===== src/rtl/cache_arbiter_rr.sv =====
`default_nettype none
// ============================================================================
//  Module      : cache_arbiter_rr
//  Description : N-port cache-line arbiter between the L1 caches and a single
//                L2 / cacheline-adaptor port. One full line per transaction.
//                Round-robin or fixed-priority grant. The winning request is
//                latched and its response is routed only to the owning port.
//  Revision    : 1.0 - initial release
// ============================================================================
module cache_arbiter_rr #(
    parameter int NUM_PORTS = 2,
    parameter int ADDR_W    = 32,
    parameter int LINE_W    = 256,
    parameter int RR_MODE   = 1
) (
    input  logic                           clk,
    input  logic                           reset_n,
    input  logic [NUM_PORTS-1:0]           req_read,
    input  logic [NUM_PORTS-1:0]           req_write,
    input  logic [NUM_PORTS*ADDR_W-1:0]    req_addr,
    input  logic [NUM_PORTS*LINE_W-1:0]    req_wdata,
    output logic [LINE_W-1:0]              req_rdata,
    output logic [NUM_PORTS-1:0]           req_resp,
    output logic                           mem_read,
    output logic                           mem_write,
    output logic [ADDR_W-1:0]              mem_address,
    output logic [LINE_W-1:0]              mem_wdata,
    input  logic [LINE_W-1:0]              mem_rdata,
    input  logic                           mem_resp,
    output logic [$clog2(NUM_PORTS)-1:0]   grant_id,
    output logic                           busy
);

    localparam int c_ID_W = $clog2(NUM_PORTS);

    typedef enum logic [0:0] {
        S_IDLE = 1'b0,
        S_BUSY = 1'b1
    } state_t;

    state_t              r_state;
    logic [c_ID_W-1:0]   r_last;
    logic [c_ID_W-1:0]   r_grant;
    logic                r_mem_read;
    logic                r_mem_write;
    logic [ADDR_W-1:0]   r_addr;
    logic [LINE_W-1:0]   r_wdata;

    logic [NUM_PORTS-1:0] w_pend;
    logic                 w_any;
    logic [c_ID_W-1:0]    w_win;
    logic [ADDR_W-1:0]    w_sel_addr;
    logic [LINE_W-1:0]    w_sel_wdata;
    logic                 w_sel_write;

    assign w_pend = req_read | req_write;
    assign w_any  = |w_pend;

    generate
        if (RR_MODE != 0) begin : g_rr
            logic              w_hi_found;
            logic [c_ID_W-1:0] w_hi_win;
            logic [c_ID_W-1:0] w_lo_win;

            // Round-robin: lowest pending index above the last grant, else wrap to lowest pending index.
            always_comb begin
                w_hi_found = 1'b0;
                w_hi_win   = '0;
                w_lo_win   = '0;
                for (int i = NUM_PORTS - 1; i >= 0; i--) begin
                    if (w_pend[i]) begin
                        w_lo_win = c_ID_W'(i);
                        if (c_ID_W'(i) > r_last) begin
                            w_hi_found = 1'b1;
                            w_hi_win   = c_ID_W'(i);
                        end
                    end
                end
                w_win = w_hi_found ? w_hi_win : w_lo_win;
            end
        end else begin : g_fixed
            // Fixed priority: the lowest pending index always wins.
            always_comb begin
                w_win = '0;
                for (int i = NUM_PORTS - 1; i >= 0; i--) begin
                    if (w_pend[i]) begin
                        w_win = c_ID_W'(i);
                    end
                end
            end
        end
    endgenerate

    // Select the winner's address, write line and operation for latching.
    always_comb begin
        w_sel_addr  = '0;
        w_sel_wdata = '0;
        w_sel_write = 1'b0;
        for (int i = 0; i < NUM_PORTS; i++) begin
            if (w_win == c_ID_W'(i)) begin
                w_sel_addr  = req_addr[i*ADDR_W +: ADDR_W];
                w_sel_wdata = req_wdata[i*LINE_W +: LINE_W];
                w_sel_write = req_write[i];
            end
        end
    end

    // Grant FSM: latch the winner in IDLE, hold the downstream request until mem_resp.
    always_ff @(posedge clk) begin
        if (!reset_n) begin
            r_state     <= S_IDLE;
            r_last      <= c_ID_W'(NUM_PORTS - 1);
            r_grant     <= '0;
            r_mem_read  <= 1'b0;
            r_mem_write <= 1'b0;
            r_addr      <= '0;
            r_wdata     <= '0;
        end else begin
            case (r_state)
                S_IDLE: begin
                    if (w_any) begin
                        r_state     <= S_BUSY;
                        r_grant     <= w_win;
                        r_addr      <= w_sel_addr;
                        r_wdata     <= w_sel_wdata;
                        // Write wins when a caller illegally raises both.
                        r_mem_write <= w_sel_write;
                        r_mem_read  <= ~w_sel_write;
                    end
                end
                S_BUSY: begin
                    if (mem_resp) begin
                        r_state     <= S_IDLE;
                        r_mem_read  <= 1'b0;
                        r_mem_write <= 1'b0;
                        r_last      <= r_grant;
                    end
                end
                default: begin
                    r_state <= S_IDLE;
                end
            endcase
        end
    end

    // Completion pulse goes only to the owner; suppressed while reset abandons the transfer.
    generate
        for (genvar gi = 0; gi < NUM_PORTS; gi++) begin : g_resp
            assign req_resp[gi] = reset_n && (r_state == S_BUSY) && mem_resp
                                  && (r_grant == c_ID_W'(gi));
        end
    endgenerate

    assign req_rdata   = mem_rdata;
    assign mem_read    = r_mem_read;
    assign mem_write   = r_mem_write;
    assign mem_address = r_addr;
    assign mem_wdata   = r_wdata;
    assign grant_id    = r_grant;
    assign busy        = (r_state == S_BUSY);

endmodule
`default_nettype wire


===== config.mk =====
export PLATFORM = sky130hd
export DESIGN_NAME = cache_arbiter_rr
export DESIGN_NICKNAME = d
export VERILOG_FILES = /design/src/rtl/cache_arbiter_rr.sv
export SDC_FILE = /design/constraint.sdc
export NUM_CORES = 1
export LEC_CHECK = 0
export BUFFER_PORTS_ARGS = -buffer_cell sky130_fd_sc_hd__buf_2
export CELL_PAD_IN_SITES_DETAIL_PLACEMENT = 0
export CELL_PAD_IN_SITES_GLOBAL_PLACEMENT = 1
export CORE_AREA = 2 2 540 542
export CTS_CLUSTER_SIZE = 16
export DETAILED_ROUTE_END_ITERATION = 12
export DIE_AREA = 0 0 542 544
export GPL_TIMING_DRIVEN = 0
export PLACE_DENSITY_LB_ADDON = 0.05
export SYNTH_ARGS = -nofsm -noshare
export SYNTH_HDL_FRONTEND = slang
export SYNTH_SLANG_ARGS = --single-unit

===== constraint.sdc =====
create_clock -name clk -period 1.95 [get_ports clk]
set_input_delay 0.585 -clock clk [delete_from_list [all_inputs] [get_ports clk]]
set_output_delay 0.585 -clock clk [all_outputs]
set_load 0.05 [all_outputs]

Yosys cells after proc, flatten, opt, wreduce, memory -nomap -nowiden
Index checks and enable logic that the tools add are counted.
{"block": "totals", "reg_bits": 293, "in_bits": 839, "output_inout_bits": 550, "wordCells": 43}
{"block": "classes", "magnitude_cmp": 2, "n_eq_ne": 2, "muxes": 20, "bitwise_logic": 4, "n_reduce_logical": 8}
{"operator": "256-bit two-way mux", "count": 1}
{"operator": "32-bit two-way mux", "count": 1}
{"operator": "1-bit two-way mux", "count": 15}
{"operator": "1-bit one-hot mux with 2 select lines", "count": 3}
{"operator": "2-bit AND reduction", "count": 3}
{"operator": "1-bit logical AND", "count": 4}
{"operator": "2-bit inequality test (second input constant)", "count": 2}
{"operator": "1-bit NOT", "count": 3}
{"operator": "1-bit > comparator (first input constant)", "count": 2}
{"operator": "2-bit bitwise OR", "count": 1}
{"operator": "2-bit OR reduction", "count": 1}

Depth between registers and ports, before layout
{"block": "logic_depth", "depth_word": 10, "mapped_depth": 7, "mapped_depth_nobuf": 4}

Least setup slack after synthesis
OpenSTA, ideal clock, no wires.
{"block": "synth_path", "path_type": "input-to-output", "from": "in reset_n", "to": "out req_resp[0]", "arrival_time_ns": 2.131, "required_time_ns": 1.365, "path_slack_ns": -0.766, "cell_stages": 3, "path_buffers": 2, "cell_sequence": "buf_2 -> clkbuf_1 -> nor3b_1"}
{"block": "synth_via", "elab_chain_len": 3}
{"element": "from (decl)", "line_no": "17", "text": "input logic reset_n,"}
{"element": "1-bit logical AND (2 in a row)", "line_no": "149", "text": "assign req_resp[gi] = reset_n && (r_state == S_BUSY) && mem_resp"}
{"element": "1-bit logical AND", "line_no": "150", "text": "&& (r_grant == c_ID_W'(gi));"}
{"element": "to (decl)", "line_no": "23", "text": "output logic [NUM_PORTS-1:0] req_resp,"}
Every way passes these cells.

Final worst setup path
{"block": "layout_path", "from": "reg r_state (netlist: busy)", "to": "out req_resp[0]"}
{"block": "layout_via", "elab_chain_len": 3}
{"element": "from (decl)", "line_no": "41", "text": "state_t r_state;"}
{"element": "from (signal assigned)", "line_no": "111", "text": "r_state <= S_IDLE;"}
{"element": "from (signal assigned)", "line_no": "122", "text": "r_state <= S_BUSY;"}
{"element": "from (signal assigned)", "line_no": "133", "text": "r_state <= S_IDLE;"}
{"element": "1-bit logical AND (2 in a row)", "line_no": "149"}
{"element": "1-bit logical AND", "line_no": "150"}
Every way passes these cells.

==> metrics.md <==
| Metric | Value |
|---|---|
| Inserted Clock Buffers | `54` |
| Starting DRT DRC Count | `641` |
| Max Clock Skew | `0.0261 ns` |
| Layout Utilization | `9.68%` |
| Die H | `544 um` |
| Int Pwr | `14.8 mW` |
| Final hold slack | `0.160 ns` |
| R2R depth | `9` |
| Fin area | `28,000 um2` |
| Final min period | `2.08 ns` |
| Clock transition at path regs | `0.06 ns` |
| Failing checks | `setup timing` |
| Die Wd | `542 um` |
| Share of cells above drive strength 1 | `52.6%` |
| Cell count after synthesis | `1,886` |
| PwrDens | `906 nW/um2` |
| Largest net degree at the start of global routing | `14` |
| Leakage Power | `12.2 nW` |
| Synthesis-to-layout area growth | `97.1%` |
| Placed cell area | `24,600 um2` |
| Net Sw Frac | `41.7%` |
| First-pass iteration count of the detailed router | `5` |
| Worst Setup Start Kind | `register` |
| Vias in the first global route | `19,800` |
| Final Wtd Congestion | `0.693` |
| Share of power burned in registers | `27.7%` |
| Nets@finish | `3,922` |
| Routed len/inst | `21.9 um` |
| DR DRC count | `0` |
| Combinational share of power | `34.1%` |
| CP arrival | `1.50 ns` |
| Post-synthesis register bit count | `293` |
| Req. time, crit path | `1.36 ns` |
| Crit-path max FO | `4` |
| Peak VDD IR | `0.000618 V` |
| Syn. warnings | `0` |
| Initial antenna violation count | `187` |
| Die area | `295,000 um2` |
| Port bufs | `1,131` |
| CTS tree | `built` |
| Area of the multi-input gates | `5600 um2` |
| H-tree levels | `2` |
| Final hold vios | `0` |
| Final Setup Violations | `3` |
| CTS Buffer Depth | `3` |
| Setup WS post-layout | `-0.132 ns` |
| First-pass GRT wire length | `195,000 um` |
| RSZ-0062 raised after global routing | `true` |
| Tcrit/Tclk final | `107%` |
| WHS Path Cells | `3` |
| Routed WL | `153,000 um` |
| Count of different cell masters after synthesis | `28` |
| Syn Std Cell Area | `14,200 um2` |
| Fmax | `0.480 GHz` |
| Clk sinks | `293` |
| Vias | `18,800` |
| Worst-skew pair later-pin latency | `0.66 ns` |
| Setup WS pre-CTS | `-1.67 ns` |
| Grt total ovfl | `0` |
| Slew Viols, Final | `0` |
| Core area | `289,000 um2` |
| Syn_area_per_cell | `7.53 um2` |
| Register area share after synthesis | `41.3%` |
| Vias per inst | `2.70` |
| Starting density of the core | `4.91%` |
| Clock root cell | `clkbuf_16` |
| Antenna-violating nets left | `0` |
| Outcome | `finished with violations` |
| CP endpoint kind | `output pin` |
| Post-Synthesis Net Count | `2,725` |
| Hold Crit Class | `in2reg` |
| Detailed Place HPWL | `125,000 um` |
| FP Rows | `198` |
| GR Util All Layers | `9.83%` |
| Crit path kind | `reg2out` |
| Max_slew headroom | `50.7%` |
| Worst slew pin tran | `0.739 ns` |
| Max-cap violations | `0` |
| Switch Pwr | `10.6 mW` |
| Ports | `1,389` |
| Clock Power Share | `38.2%` |
| Filler Cells Inserted | `34,100` |
| Reg area | `5940 um2` |
| Setup_tns | `-0.273 ns` |
| Hold_buf cts | `0` |
[cell usage in the layout, fill, tap and decap left out, drive strengths merged]
cell type | Yosys | layout
o21a | 1 | 1
and3 | 1 | 1
a311oi | 1 | 1
dfxtp | 293 | 293
nor4 | 1 | 1
buf | 355 | 1487
a21boi | 1 | 1
diode | 0 | 44
nor2b | 1 | 1
nor3b | 2 | 2
nand2 | 579 | 579
clkbuf | 61 | 155
nor2 | 1 | 1
o21ai | 289 | 289
clkinv | 0 | 7
nand2b | 2 | 2
or2b | 1 | 1
inv | 1 | 2
a31oi | 288 | 288
nand3 | 2 | 2
mux2i | 1 | 1
a21oi | 2 | 2
and4 | 1 | 1
and2 | 1 | 1
or2 | 1 | 1
[registers in the layout (all words and copies together), names as in the netlist]
signal       cells
mem_wdata      256
r_last           1
mem_read         1
mem_write        1
mem_address     32
grant_id         1
busy             1
[worst paths after layout]
path                  startpoint                          end  slack (ns)
min               req_wdata[240]  mem_wdata[240]$_SDFFE_PN0P_        0.16
max reg2reg      busy$_SDFF_PN0_  mem_wdata[184]$_SDFFE_PN0P_        0.12
min reg2reg  r_last$_SDFFE_PN1P_          r_last$_SDFFE_PN1P_        0.51
max              busy$_SDFF_PN0_                  req_resp[0]       -0.13
[metal layers]
metal,global-route usage [%],part of all wire (%)
met5,0,0.64
met1,10.1,37
met3,5.61,12
met4,2.10,2.3
met2,17.2,48
[cells by family after synthesis]
kind of cell | count (synthesis) | synth area share (%)
DFF | 293 | 41.3
AOI/OAI and AO/OA | 582 | 23.1
and+or+nand+nor | 593 | 16.0
muxes | 1 | 0.0704
buffers and inverters | 417 | 19.6
[power by group through the flow]
stage / Combinational, mW / Clock [mW] / Sequential (mW)
final: 8.65 / 9.69 / 7.04
after floorplan: 2.96 / 0 / 9.11
after global placement: 8.45 / 0 / 7.12
after detailed placement: 8.34 / 0 / 7.11
after global routing: 9.31 / 10.6 / 7.13
after CTS: 8.91 / 10.5 / 7.07
[area by class of cell]
cell class	count	share of cell area, %
diodes	44	0.393
inverters	1	0.0134
plain buffers	415	10.9
well taps	3800	17.0
multi-input cells	1176	20.0
repair buffers	1142	24.6
flip-flops and latches	293	21.2
clock buffers	85	5.74
clock inverters	8	0.156
[cells in the mapped netlist]
master	number	share of area, %
o21ai_1	44	1.5
nand2_2	1	0.044
buf_2	71	2.5
or2_1	1	0.044
nor3b_1	2	0.11
nand3_1	2	0.070
nor2b_1	1	0.044
and2_1	1	0.044
buf_4	269	14
mux2i_1	1	0.070
dfxtp_1	293	41
nand2_1	578	15
nor2_2	1	0.044
a21oi_1	2	0.070
a21boi_0	1	0.053
nor4_2	1	0.088
and3_1	1	0.044
nand2b_1	2	0.088
a311oi_1	1	0.062
a31oi_1	288	13
inv_1	1	0.026
and4_1	1	0.062
o21ai_0	245	8.6
o21a_1	1	0.053
clkbuf_1	59	1.6
or2b_1	1	0.053
buf_6	15	1.2
clkbuf_2	2	0.070
[worst max-delay path, cell delays in order (launching register included)]
cell     delay (ns)
dfxtp_4        0.37
nand2_4        0.06
nor3b_4        0.20
buf_6          0.20
[stage by stage]
stage / power [mW] / cells
after floorplan: 12.1 / 1886
after global placement: 15.6 / 6817
after detailed placement: 15.5 / 6817
after CTS: 26.5 / 6917
after global routing: 27.0 / 6930
final: 25.4 / 6964
[repair_timing]
action | CTS | global route
gates cloned | 0 | 1
resized for setup | 488 | 76
setup endpoints to repair | 562 | 142
setup buffers | 7 | 3
pin swaps | 3 | 2
Note: power is estimated with default switching activity, not from simulation.
